## src/rtl/exu_wb_arb_pkg.sv

```systemverilog
//==============================================================================
// exu_wb_arb_pkg : shared types for the execute-unit writeback arbiter
// Rev 1.0
//==============================================================================
`default_nettype none

package exu_wb_arb_pkg;

    localparam int XLEN = 32;

    typedef struct packed {
        logic [XLEN-1:0] data;
        logic [4:0]      rd_addr;
        logic            wr_en;
        logic [XLEN-1:0] tag;
        logic [31:0]     instr;
        logic [1:0]      age;
    } wb_entry_t;

    typedef enum logic [1:0] {
        WB_NONE = 2'd0,
        WB_MUL  = 2'd1,
        WB_ALUQ = 2'd2,
        WB_ALU  = 2'd3
    } wb_src_e;

endpackage

`default_nettype wire

```

## src/rtl/exu_wb_fifo.sv

```systemverilog
//==============================================================================
// exu_wb_fifo : in-order ALU skid FIFO with per-entry write-kill and age update
// Rev 1.0
//==============================================================================
`default_nettype none

module exu_wb_fifo
    import exu_wb_arb_pkg::*;
#(
    parameter int DEPTH = 4
) (
    input  logic                            clk,
    input  logic                            rst_n,
    input  logic                            i_push,
    input  wb_entry_t                       i_push_entry,
    input  logic                            i_pop,
    input  logic [DEPTH-1:0]                i_kill,
    input  logic [DEPTH-1:0][1:0]           i_age_next,
    output wb_entry_t [DEPTH-1:0]           o_mem,
    output logic [DEPTH-1:0]                o_occ,
    output logic [$clog2(DEPTH)-1:0]        o_head_idx,
    output logic [$clog2(DEPTH):0]          o_count,
    output logic                            o_empty,
    output logic                            o_ovf
);

    localparam int c_AW = $clog2(DEPTH);
    localparam int c_CW = c_AW + 1;

    wb_entry_t [DEPTH-1:0] r_mem;
    logic [c_AW-1:0]       r_wr_ptr;
    logic [c_AW-1:0]       r_rd_ptr;
    logic [c_CW-1:0]       r_count;

    logic w_full;
    logic w_pop_ok;
    logic w_push_ok;

    assign w_full    = (r_count == c_CW'(DEPTH));
    assign o_empty   = (r_count == '0);
    assign w_pop_ok  = i_pop & ~o_empty;
    // A pop in the same cycle frees the slot, so a full FIFO may still accept.
    assign w_push_ok = i_push & (~w_full | w_pop_ok);
    assign o_ovf     = i_push & ~w_push_ok;

    always_ff @(posedge clk or negedge rst_n) begin
        if (!rst_n) begin
            r_mem    <= '0;
            r_wr_ptr <= '0;
            r_rd_ptr <= '0;
            r_count  <= '0;
        end else begin
            for (int i = 0; i < DEPTH; i++) begin
                r_mem[i].wr_en <= r_mem[i].wr_en & ~i_kill[i];
                r_mem[i].age   <= i_age_next[i];
            end
            if (w_push_ok) begin
                r_mem[r_wr_ptr] <= i_push_entry;
                r_wr_ptr        <= r_wr_ptr + 1'b1;
            end
            if (w_pop_ok) begin
                r_rd_ptr <= r_rd_ptr + 1'b1;
            end
            r_count <= r_count + c_CW'(w_push_ok) - c_CW'(w_pop_ok);
        end
    end

    // A slot is resident when its distance from the read pointer is below count.
    always_comb begin
        o_occ = '0;
        for (int i = 0; i < DEPTH; i++) begin
            o_occ[i] = ({1'b0, c_AW'(i) - r_rd_ptr} < r_count);
        end
    end

    assign o_mem      = r_mem;
    assign o_head_idx = r_rd_ptr;
    assign o_count    = r_count;

endmodule

`default_nettype wire

```

## src/rtl/exu_wb_arb.sv

```systemverilog
//==============================================================================
// exu_wb_arb : merges multiplier and ALU results onto the register-file port
// Rev 1.0
//==============================================================================
`default_nettype none

module exu_wb_arb
    import exu_wb_arb_pkg::*;
#(
    parameter int ALU_Q_DEPTH = 4
) (
    input  logic            clk,
    input  logic            rst_n,
    input  logic            i_freeze,
    input  logic [XLEN-1:0] i_alu_out,
    input  logic [4:0]      i_alu_rd_addr,
    input  logic            i_alu_rd_wr_en,
    input  logic [XLEN-1:0] i_alu_instr_tag,
    input  logic [31:0]     i_alu_instr,
    input  logic [XLEN-1:0] i_mul_out,
    input  logic [4:0]      i_mul_rd_addr,
    input  logic            i_mul_rd_wr_en,
    input  logic [XLEN-1:0] i_mul_instr_tag,
    input  logic [31:0]     i_mul_instr,
    output logic            o_wb_valid,
    output logic            o_wb_rd_wr_en,
    output logic [4:0]      o_wb_rd_addr,
    output logic [XLEN-1:0] o_wb_rd_data,
    output logic [XLEN-1:0] o_wb_instr_tag,
    output logic [31:0]     o_wb_instr,
    output logic            o_alu_stall,
    output logic            o_wb_ovf_err
);

    localparam int c_AW = $clog2(ALU_Q_DEPTH);
    localparam int c_CW = c_AW + 1;

    wb_src_e                     w_src;
    logic                        w_push;
    logic                        w_pop;
    logic                        w_ovf_push;
    logic                        w_empty;
    logic [ALU_Q_DEPTH-1:0]      w_kill;
    logic [ALU_Q_DEPTH-1:0][1:0] w_age_next;
    wb_entry_t [ALU_Q_DEPTH-1:0] w_mem;
    logic [ALU_Q_DEPTH-1:0]      w_occ;
    logic [c_AW-1:0]             w_head_idx;
    logic [c_CW-1:0]             w_count;
    wb_entry_t                   w_alu_entry;

    logic [XLEN-1:0]             w_sel_data;
    logic [4:0]                  w_sel_rd;
    logic                        w_sel_we;
    logic [XLEN-1:0]             w_sel_tag;
    logic [31:0]                 w_sel_instr;

    logic                        r_valid;
    logic                        r_wr_en;
    logic [4:0]                  r_rd_addr;
    logic [XLEN-1:0]             r_data;
    logic [XLEN-1:0]             r_tag;
    logic [31:0]                 r_instr;
    logic                        r_ovf;

    // Multiplier never stalls; a frozen or non-empty queue forces ALU results to queue.
    always_comb begin
        w_src = WB_NONE;
        if (i_mul_rd_wr_en) begin
            w_src = WB_MUL;
        end else if (!w_empty && !i_freeze) begin
            w_src = WB_ALUQ;
        end else if (i_alu_rd_wr_en && w_empty && !i_freeze) begin
            w_src = WB_ALU;
        end
    end

    assign w_push = i_alu_rd_wr_en & (w_src != WB_ALU);
    assign w_pop  = (w_src == WB_ALUQ);

    always_comb begin
        w_alu_entry         = '0;
        w_alu_entry.data    = i_alu_out;
        w_alu_entry.rd_addr = i_alu_rd_addr;
        w_alu_entry.wr_en   = i_alu_rd_wr_en;
        w_alu_entry.tag     = i_alu_instr_tag;
        w_alu_entry.instr   = i_alu_instr;
    end

    // Entries aged two or more predate the retiring multiplier op, so its write supersedes them.
    always_comb begin
        w_kill     = '0;
        w_age_next = '0;
        for (int i = 0; i < ALU_Q_DEPTH; i++) begin
            w_kill[i] = i_mul_rd_wr_en & w_occ[i] & w_mem[i].wr_en & w_mem[i].age[1] &
                        (w_mem[i].rd_addr == i_mul_rd_addr);
            w_age_next[i] = (!i_freeze && (w_mem[i].age != 2'd3)) ? w_mem[i].age + 2'd1
                                                                   : w_mem[i].age;
        end
    end

    exu_wb_fifo #(
        .DEPTH        (ALU_Q_DEPTH)
    ) u_fifo (
        .clk          (clk),
        .rst_n        (rst_n),
        .i_push       (w_push),
        .i_push_entry (w_alu_entry),
        .i_pop        (w_pop),
        .i_kill       (w_kill),
        .i_age_next   (w_age_next),
        .o_mem        (w_mem),
        .o_occ        (w_occ),
        .o_head_idx   (w_head_idx),
        .o_count      (w_count),
        .o_empty      (w_empty),
        .o_ovf        (w_ovf_push)
    );

    always_comb begin
        w_sel_data  = '0;
        w_sel_rd    = '0;
        w_sel_we    = 1'b0;
        w_sel_tag   = '0;
        w_sel_instr = '0;
        case (w_src)
            WB_MUL: begin
                w_sel_data  = i_mul_out;
                w_sel_rd    = i_mul_rd_addr;
                w_sel_we    = 1'b1;
                w_sel_tag   = i_mul_instr_tag;
                w_sel_instr = i_mul_instr;
            end
            WB_ALUQ: begin
                w_sel_data  = w_mem[w_head_idx].data;
                w_sel_rd    = w_mem[w_head_idx].rd_addr;
                w_sel_we    = w_mem[w_head_idx].wr_en;
                w_sel_tag   = w_mem[w_head_idx].tag;
                w_sel_instr = w_mem[w_head_idx].instr;
            end
            WB_ALU: begin
                w_sel_data  = i_alu_out;
                w_sel_rd    = i_alu_rd_addr;
                w_sel_we    = 1'b1;
                w_sel_tag   = i_alu_instr_tag;
                w_sel_instr = i_alu_instr;
            end
            default: ;
        endcase
    end

    always_ff @(posedge clk or negedge rst_n) begin
        if (!rst_n) begin
            r_valid   <= 1'b0;
            r_wr_en   <= 1'b0;
            r_rd_addr <= '0;
            r_data    <= '0;
            r_tag     <= '0;
            r_instr   <= '0;
            r_ovf     <= 1'b0;
        end else begin
            r_valid <= (w_src != WB_NONE);
            r_ovf   <= r_ovf | w_ovf_push;
            if (w_src != WB_NONE) begin
                r_wr_en   <= w_sel_we & (w_sel_rd != 5'd0);
                r_rd_addr <= w_sel_rd;
                r_data    <= w_sel_data;
                r_tag     <= w_sel_tag;
                r_instr   <= w_sel_instr;
            end else begin
                r_wr_en   <= 1'b0;
            end
        end
    end

    assign o_wb_valid     = r_valid;
    assign o_wb_rd_wr_en  = r_wr_en;
    assign o_wb_rd_addr   = r_rd_addr;
    assign o_wb_rd_data   = r_data;
    assign o_wb_instr_tag = r_tag;
    assign o_wb_instr     = r_instr;
    assign o_wb_ovf_err   = r_ovf;
    // Count is itself a flop; stalling one entry early covers the op already issued.
    assign o_alu_stall    = (w_count >= c_CW'(ALU_Q_DEPTH - 1));

endmodule

`default_nettype wire

```

## config.mk

```make
export PLATFORM = sky130hd
export DESIGN_NAME = exu_wb_arb
export DESIGN_NICKNAME = d
export VERILOG_FILES = /design/src/rtl/exu_wb_arb_pkg.sv /design/src/rtl/exu_wb_fifo.sv /design/src/rtl/exu_wb_arb.sv
export SDC_FILE = /design/constraint.sdc
export NUM_CORES = 1
export LEC_CHECK = 0
export ABC_AREA = 1
export CAP_MARGIN = 20
export CORE_MARGIN = 10
export CORE_UTILIZATION = 45
export DETAILED_ROUTE_END_ITERATION = 8
export PLACE_DENSITY = 0.67
export SLEW_MARGIN = 25
export SYNTH_ARGS = -nofsm -noshare
export SYNTH_HDL_FRONTEND = slang
export SYNTH_SLANG_ARGS = --single-unit
```

## constraint.sdc

```tcl
create_clock -name clk -period 3.95 [get_ports clk]
set_input_delay 1.185 -clock clk [delete_from_list [all_inputs] [get_ports clk]]
set_output_delay 1.185 -clock clk [all_outputs]
set_load 0.005 [all_outputs]
```

# Word level (Yosys, flattened, before mapping)
# Index checks and enable logic that the tools add are counted.
# classes
addsub	12
magnitude_cmp	8
n_eq_ne	13
n_mux	19
bitwise_logic	34
reduce_logical	14
# op_table
op	n
$bwmux 416	1
$mux 379	1
$pmux 32 s3	3
$bmux 104 s2	1
$demux 104 s2	1
$mux 104	2
$and 1x1->1	25
$eq 5x5->1	4
$pmux 5 s3	1
$mux 2	7
$add 2x1->2 const B	6
$lt 2x3->1	4
$ne 2x2->1 const B	5
$logic_and 1x1->1	8
$not 1->1	7
$lt 2x3->1 const B	2
$reduce_bool 5->1	1
$eq 2x2->1 const B	2
$sub 1x2->2 const A	2
$sub 2x2->2 const A	2
$add 3x1->3	1
$eq 3x3->1 const B	1
$ge 3x2->1 const B	1
$logic_not 3->1	1
other kinds (9)	11
# word_totals
regBits	527
input_bits	207
out_inout_bits	105
elab_cells	134

# Depth between registers and ports, before layout
# Gate-level depths: netlist of run 1.
# logic_depth
depth_word	13
depth_mapped	12
mapped_depth_nobuf	10

# Modules after synthesis
# From an unflattened synthesis of run 1, not the netlist that was laid out.
# hier_totals
cells_unflattened	3270
area_unflattened_um2	25991.2
# modules_own_cells
module	n_inst	cells_per_inst	area_per_inst_um2	seq_area_each_um2
exu_wb_fifo	1	1921	17630.7	10585.2
exu_wb_arb	1	1349	8360.5	2602.5

# Worst setup path after synthesis of run 1
# No wires, ideal clock.
# synth_path
path_type	in2reg
startpoint	input port i_freeze
endpoint	register u_fifo.r_count[2] (netlist: u_fifo.o_count[2])
setup_ns	0.122
t_arrival_ns	2.982
required_ns	3.828
path_slack_ns	0.846
stages	10
path_buffers	2
path_cell_list	buf_2 inv_2 nand3_1 inv_2 clkbuf_1 ha_1 inv_1 ha_1 fa_1 xor2_1
# synth_between
elab_chain_len	11
elab_cells_between_ends	14
cone_classes	add/sub: 2; eq/ne: 2; mux: 3; bitwise: 4; reduce/logical: 3
# synth_lines
item	line	rtl
start: declaration	exu_wb_arb.sv:14	input logic i_freeze,
$logic_not 1->1 (*)	exu_wb_arb.sv:70, exu_wb_arb.sv:72	
$logic_and 1x1->1	exu_wb_arb.sv:72	end else if (i_alu_rd_wr_en && w_empty && !i_freeze) begin
$mux 2	exu_wb_arb.sv:72	
$mux 2 (*)	exu_wb_arb.sv:70	end else if (!w_empty && !i_freeze) begin
$mux 2 (*)	exu_wb_arb.sv:68	if (i_mul_rd_wr_en) begin
$eq 2x2->1 (*)	exu_wb_arb.sv:78	assign w_pop = (w_src == WB_ALUQ);
$and 1x1->1 (*)	exu_wb_fifo.sv:41	assign w_pop_ok = i_pop & ~o_empty;
named net u_fifo.w_pop_ok	exu_wb_fifo.sv:36	logic w_pop_ok;
$or 1x1->1	exu_wb_fifo.sv:43	assign w_push_ok = i_push & (~w_full | w_pop_ok);
$and 1x1->1	exu_wb_fifo.sv:43	
$add 3x1->3	exu_wb_fifo.sv:64	r_count <= r_count + c_CW'(w_push_ok) - c_CW'(w_pop_ok);
$sub 3x1->3 (*)	exu_wb_fifo.sv:64	
end signal: assignment	exu_wb_fifo.sv:64	
end: declaration	exu_wb_fifo.sv:33	logic [c_CW-1:0] r_count;
# Mark *: on every way through the listed nets, which the timed path passes. The rest lies on a longest branch.
# A chain may end at the register's enable or synchronous reset.

# Worst setup path in the final report of run 1
# layout_path
startpoint	register u_fifo.r_count[2] (netlist: u_fifo.o_count[2])
endpoint	output port o_alu_stall
# layout_between
elab_chain_len	1
# layout_lines
item	line	rtl
$ge 3x2->1	exu_wb_arb.sv:183	assign o_alu_stall = (w_count >= c_CW'(ALU_Q_DEPTH - 1));
end: declaration	exu_wb_arb.sv:31	output logic o_alu_stall,
# Every way passes these cells.

==> results of run 1 <==
power breakdown:
group          total, W  switching (W)  internal, W
clock           0.00534        0.00212      0.00322
sequential      0.00909        0.00139      0.00770
combinational   0.00739        0.00436      0.00303
stage by stage:
step	instances	setup WS [ns]	utilization [%]	hold slack, ns	cell area, µm²
after detailed placement	3589	0.390	52.9	0.464	27100
after CTS	3690	0.680	56.6	0.478	29000
final	3690	0.685	56.6	0.477	29000
after global routing	3690	0.647	56.6	0.505	29000
after global placement	3589	0.480	52.9	0.460	27100
after floorplan	2710	0.846	-	0.442	23200
area by class of cell:
| cell class | count | area share [%] |
|---|---|---|
| flip-flops and latches | 527 | 45.5 |
| clock inverters | 18 | 0.686 |
| well taps | 680 | 2.93 |
| clock buffers | 83 | 5.88 |
| inverters | 130 | 1.70 |
| repair buffers | 374 | 13.3 |
| multi-input cells | 1878 | 30.0 |
cell families (layout without fill, tap and decap cells):
logic type | count (synthesis) | after routing | share of synthesized area, %
and+or+nand+nor | 1316 | 1316 | 22.7
AOI/OAI and AO/OA | 533 | 533 | 13.1
DFF | 527 | 527 | 56.7
buffers and inverters | 305 | 605 | 6.06
adders and majority gates | 16 | 16 | 0.894
xor gates and xnor gates | 13 | 13 | 0.490
worst max-delay path, delay by kind of cell, from the launching register on:
kind                       cells  cell delay [ns]
AOI/OAI and AO/OA              1             0.14
adders and majority gates      1             0.18
DFF                            1             0.45
buffers and inverters          2             0.56
and+or+nand+nor                1             0.15
cell usage after synthesis (all sizes together):
master / number
nand3: 19
nor3: 8
clkinv: 1
nand2: 1146
xnor2: 4
nor2: 42
o221ai: 1
ha: 15
o211ai: 1
o2111ai: 96
or2: 2
a21oi: 7
o21bai: 1
a211oi: 3
xor2: 9
dfrtp: 527
inv: 129
fa: 1
buf: 97
and3: 1
clkbuf: 78
o21ai: 419
nand4: 98
o22ai: 5
worst max path at each step:
stage / to / slack (ns) / cells past startpoint
finish: o_alu_stall / 0.68 / 5
global route: o_alu_stall / 0.65 / 5
CTS: o_alu_stall / 0.68 / 5
detailed placement: o_wb_rd_data[10] / 0.39 / 8
global placement: o_wb_rd_data[5] / 0.48 / 8
floorplan: u_fifo.o_count[2] / 0.85 / 10
layer usage:
metal	GRT usage, %	vias up
li1	-	9462
met2	37.3	604
met3	3.79	70
met1	29.0	9793
met4	5.50	2
met5	0	-
registers in the layout (all words and copies together), names as in the netlist:
signal / count
o_wb_rd_data: 32
o_wb_instr: 32
o_wb_rd_wr_en: 1
u_fifo.r_wr_ptr: 2
u_fifo.o_mem: 416
o_wb_ovf_err: 1
o_wb_instr_tag: 32
o_wb_valid: 1
o_wb_rd_addr: 5
u_fifo.o_head_idx: 2
u_fifo.o_count: 3
==> flow_metrics.tcl, run 1 <==
set metrics [dict create \
    worst-setup-path-type "reg2out" \
    cts.path.max_buffers 3 \
    power_density_mw_per_mm2 753 \
    dpl.hpwl_mm 43.6 \
    grt_pass1_wl_mm 110 \
    synthToLayoutAreaGrowth_pct 24.8 \
    drt_iter0_drc 1599 \
    antenna_found_initial 1 \
    status "finished, final reports clean" \
    grt_max_degree 97 \
    cts_root_buf "clkbuf_16" \
    clock_sink_count 527 \
    postCtsSetupBuffers 0 \
    num-fill-cells 4547 \
    grt_usage_pct 22.1 \
    multiInputGateArea_mm2 0.00870 \
    worst_slew_pin_slew_ns 0.862 \
    r2r_cells 8 \
    synthTopCellsByArea "dfrtp_1, nand2_1, o21ai_1, o2111ai_1, nand4_1" \
    layout-drive-gt1-share_pct 5.88 \
    viasPerCell 5.40 \
    skew_ns 0.0143 \
    max_stage_delay_ns 0.48 \
    die_h_um 247 \
    vdd_drop_max_mv 0.396 \
    rsz0062_at_grt "no" \
    core-area_mm2 0.0512 \
    topRoutingLayerUsed "met5" \
    postRouteAntennaNets 0 \
    io_pins 312 \
    final_common_cell "nand2_1" \
    gp_congestion 0.870 \
    die_x_um 247 \
    wl_per_cell_um 18.3 \
    final_cell_mix "nand2_1, dfrtp_1, o21ai_1, clkdlybuf4s50_1, inv_1" \
    met3_wirelength_mm 3.96 \
    clk_pin_slew_worst_paths_ns 0.06 \
    hold_violations 0 \
    worst_setup_path_end_kind "primary output" \
    yosysWarnings 0 \
    io_buffers 311 \
    whs_endpoint "o_wb_rd_addr[3]" \
    reg2reg_slack_ns 1.37 \
    hold_buffers 0 \
    fin_crit_ns 3.27 \
    seqCellArea_mm2 0.0132 \
    routed_wl_mm 67.7 \
    max_slew_margin_pct 42.5 \
    num_antenna_cells 0 \
    cts-buffers-inserted 54 \
    yosys.area.top_type "dfrtp_1" \
    clk_latency_ns 0.60 \
    syn_nets 2933 \
    met1_length_mm 29.5 \
    path_cells "inv_2 > ha_1 > o21ai_0 > nand2_1 > clkdlybuf4s50_1" \
    die-area_mm2 0.0611 \
    max_freq_ghz 0.306 \
    ys_seq_area_share_pct 56.7 \
    hold_start "o_wb_rd_addr[3]" \
    cts_max_level 2 \
    setup.worst_path.start "u_fifo.o_count[2]" \
    initial_core_util_pct 45.4 \
    setup_tns_ns 0 \
    syn_area_mm2 0.0232 \
    synth_seq_cells 527 \
    first_pass_iters 5 \
    rows 83 \
    setup-violations-final 0 \
    arrival_ns 2.08 \
    netlist_instances 2710 \
    regToRegStartpoint "u_fifo.o_head_idx[1]" \
    yosys.area.top_type_share_pct 56.7 \
    synth_cell_types 33 \
    drc 0 \
    crit_path_start_kind "flip-flop" \
    cts_resized 0 \
    min_path_cells 2 \
    p_total_w 0.0218 \
    met2_length_mm 33.2 \
    cap_violations 0 \
    reg2reg_to "o_wb_rd_wr_en" \
    slew_viol_final 0 \
    crit_fanout 5 \
    leakage_nw 13.3 \
    fin_crit_sh_pct 82.7 \
    grt-ovfl-total 0 \
    grt_pass1_vias 20600 \
    required_ns 2.76 \
    num-nets-final 3188 \
    syn_avg_cell_area_um2 8.58 \
    num_vias 19900 \
    worst_hold_path_type "reg2reg" \
    cpMaxStageDelayCell "clkdlybuf4s50_1" \
    cts_tree "built" \
]
Note: power is estimated with default switching activity, not from simulation.
==> run 2: changes to the inputs <==
==> constraint.sdc (replaced) <==
create_clock -name clk -period 3.39 [get_ports clk]
set_input_delay 1.017 -clock clk [delete_from_list [all_inputs] [get_ports clk]]
set_output_delay 1.017 -clock clk [all_outputs]
set_load 0.005 [all_outputs]
==> flow_metrics.tcl, run 2 (same netlist as run 1, synthesis figures left out) <==
set metrics [dict create \
    wl_per_cell_um 18.3 \
    num_vias 20000 \
    grt_pass1_vias 20200 \
    fin_crit_ns 3.07 \
    hold_buffers 0 \
    viasPerCell 5.42 \
    required_ns 2.37 \
    worst-setup-path-type "reg2out" \
    postCtsSetupBuffers 0 \
    grt_max_degree 107 \
    synthToLayoutAreaGrowth_pct 24.7 \
    drc 0 \
    worst_slew_pin_slew_ns 0.917 \
    multiInputGateArea_mm2 0.00870 \
    max_freq_ghz 0.326 \
    layout-drive-gt1-share_pct 5.62 \
    sw_frac_of_total_pct 36.3 \
    io_buffers 311 \
    clk_latency_ns 0.62 \
    antenna_found_initial 2 \
    final_area_mm2 0.0290 \
    vdd_drop_max_mv 0.448 \
    setup_tns_ns 0 \
    rows 83 \
    max_slew_margin_pct 38.8 \
    cts_tree "built" \
    slew_viol_final 0 \
    dpl.hpwl_mm 43.7 \
    cts_root_buf "clkbuf_16" \
    die-area_mm2 0.0611 \
    die_h_um 247 \
    holdWs_ns 0.325 \
    setup.worst_path.start "u_fifo.o_count[2]" \
    leakage_nw 13.3 \
    drt_iter0_drc 1675 \
    fin_crit_sh_pct 90.5 \
    power_density_mw_per_mm2 871 \
    combPwrFrac_pct 34.4 \
    first_pass_iters 5 \
    num-nets-final 3189 \
    core-area_mm2 0.0512 \
    setup-violations-final 0 \
    power_frac_seq_pct 42.0 \
    clkPwrFrac_pct 23.6 \
    final_cell_mix "nand2_1, dfrtp_1, o21ai_1, clkdlybuf4s50_1, inv_1" \
    cts_max_level 2 \
    worst_hold_path_type "in2async" \
    grt_usage_pct 21.9 \
    regToRegStartpoint "u_fifo.o_head_idx[1]" \
    cts_resized 0 \
    num-fill-cells 4454 \
    cts.path.max_buffers 3 \
    internal_power_w 0.0161 \
    io_pins 312 \
    hold_violations 0 \
    final_common_cell "nand2_1" \
    arrival_ns 2.05 \
    gp_congestion 0.891 \
    worst_setup_path_end_kind "primary output" \
    seqCellArea_mm2 0.0132 \
    clk_pin_slew_worst_paths_ns 0.06 \
    skew_ns 0.0291 \
    routed_wl_mm 67.7 \
    crit_fanout 5 \
    postRouteAntennaNets 0 \
    num_antenna_cells 0 \
    cts-buffers-inserted 54 \
    crit_path_start_kind "flip-flop" \
    cap_violations 0 \
    die_x_um 247 \
    initial_core_util_pct 45.4 \
    postPlaceCellArea_mm2 0.0272 \
    p_sw_w 0.00917 \
    clock_sink_count 527 \
    grt_pass1_wl_mm 109 \
    status "finished, final reports clean" \
    grt-ovfl-total 0 \
    rsz0062_at_grt "no" \
    largest_register_ffs 416 \
]
[run 2: changes by cell type in the layout (fill, tap and decap cells not counted)]
cell and change:
bufinv_16 -1, clkinv_4 -1, clkbuf_1 +6, clkbuf_8 -5, clkbuf_16 -2, buf_12 +7
buf_4 -6, clkinv_8 +2, clkinvlp_4 -2
[run 2: power by group through the flow]
stage,logic [W],registers [W],clock network (W)
final,0.00868,0.0106,0.00597
after detailed placement,0.00873,0.0106,0
after floorplan,0.00562,0.0102,0
after global placement,0.00843,0.0105,0
after global routing,0.00980,0.0109,0.00632
after CTS,0.00876,0.0106,0.00607
[run 2: worst paths after layout]
check	end	slack, ns	cells after the start
min in group clk	u_fifo.o_mem[66]	0.48	2
max in group asynchronous	u_fifo.o_mem[387]	2.04	2
worst min-delay path	o_wb_instr[25]	0.32	1
worst max register to register	o_wb_rd_wr_en	0.79	11
worst max-delay path	o_alu_stall	0.32	5
worst min register to register	u_fifo.o_mem[66]	0.48	2
[run 2: per-stage QoR]
| stage | worst slack (ns) | util (%) | cells | total power (W) |
|---|---|---|---|---|
| floorplan | 0.454 | - | 2710 | 0.0158 |
| global placement | 0.297 | 53.1 | 3590 | 0.0189 |
| detailed placement | 0.234 | 53.1 | 3590 | 0.0193 |
| CTS | 0.312 | 56.6 | 3688 | 0.0254 |
| global route | 0.266 | 56.6 | 3688 | 0.0270 |
| finish | 0.322 | 56.6 | 3688 | 0.0252 |
[run 2: layout make-up]
| class | instances | area share, % |
|---|---|---|
| sequential | 527 | 45.5 |
| multi-input combinational | 1878 | 30.0 |
| timing repair buffer | 375 | 13.7 |
| clock buffer | 82 | 5.55 |
| tap | 680 | 2.94 |
| inverter | 130 | 1.70 |
| clock inverter | 16 | 0.613 |
[run 2: worst max-delay path, stage by stage, from the launching register on]
cell             delay [ns]
dfrtp_1                0.43
inv_2                  0.08
ha_1                   0.17
o21ai_0                0.13
nand2_1                0.13
clkdlybuf4s50_1        0.48
[run 2: metal layers]
metal  track usage, %  wire [µm]  up-vias
li1                 -          -     9436
met1             29.1      29700     9845
met2             36.2      32500      620
met3             4.06       4280       84
met4             6.06       1220        4
met5                0         33        -
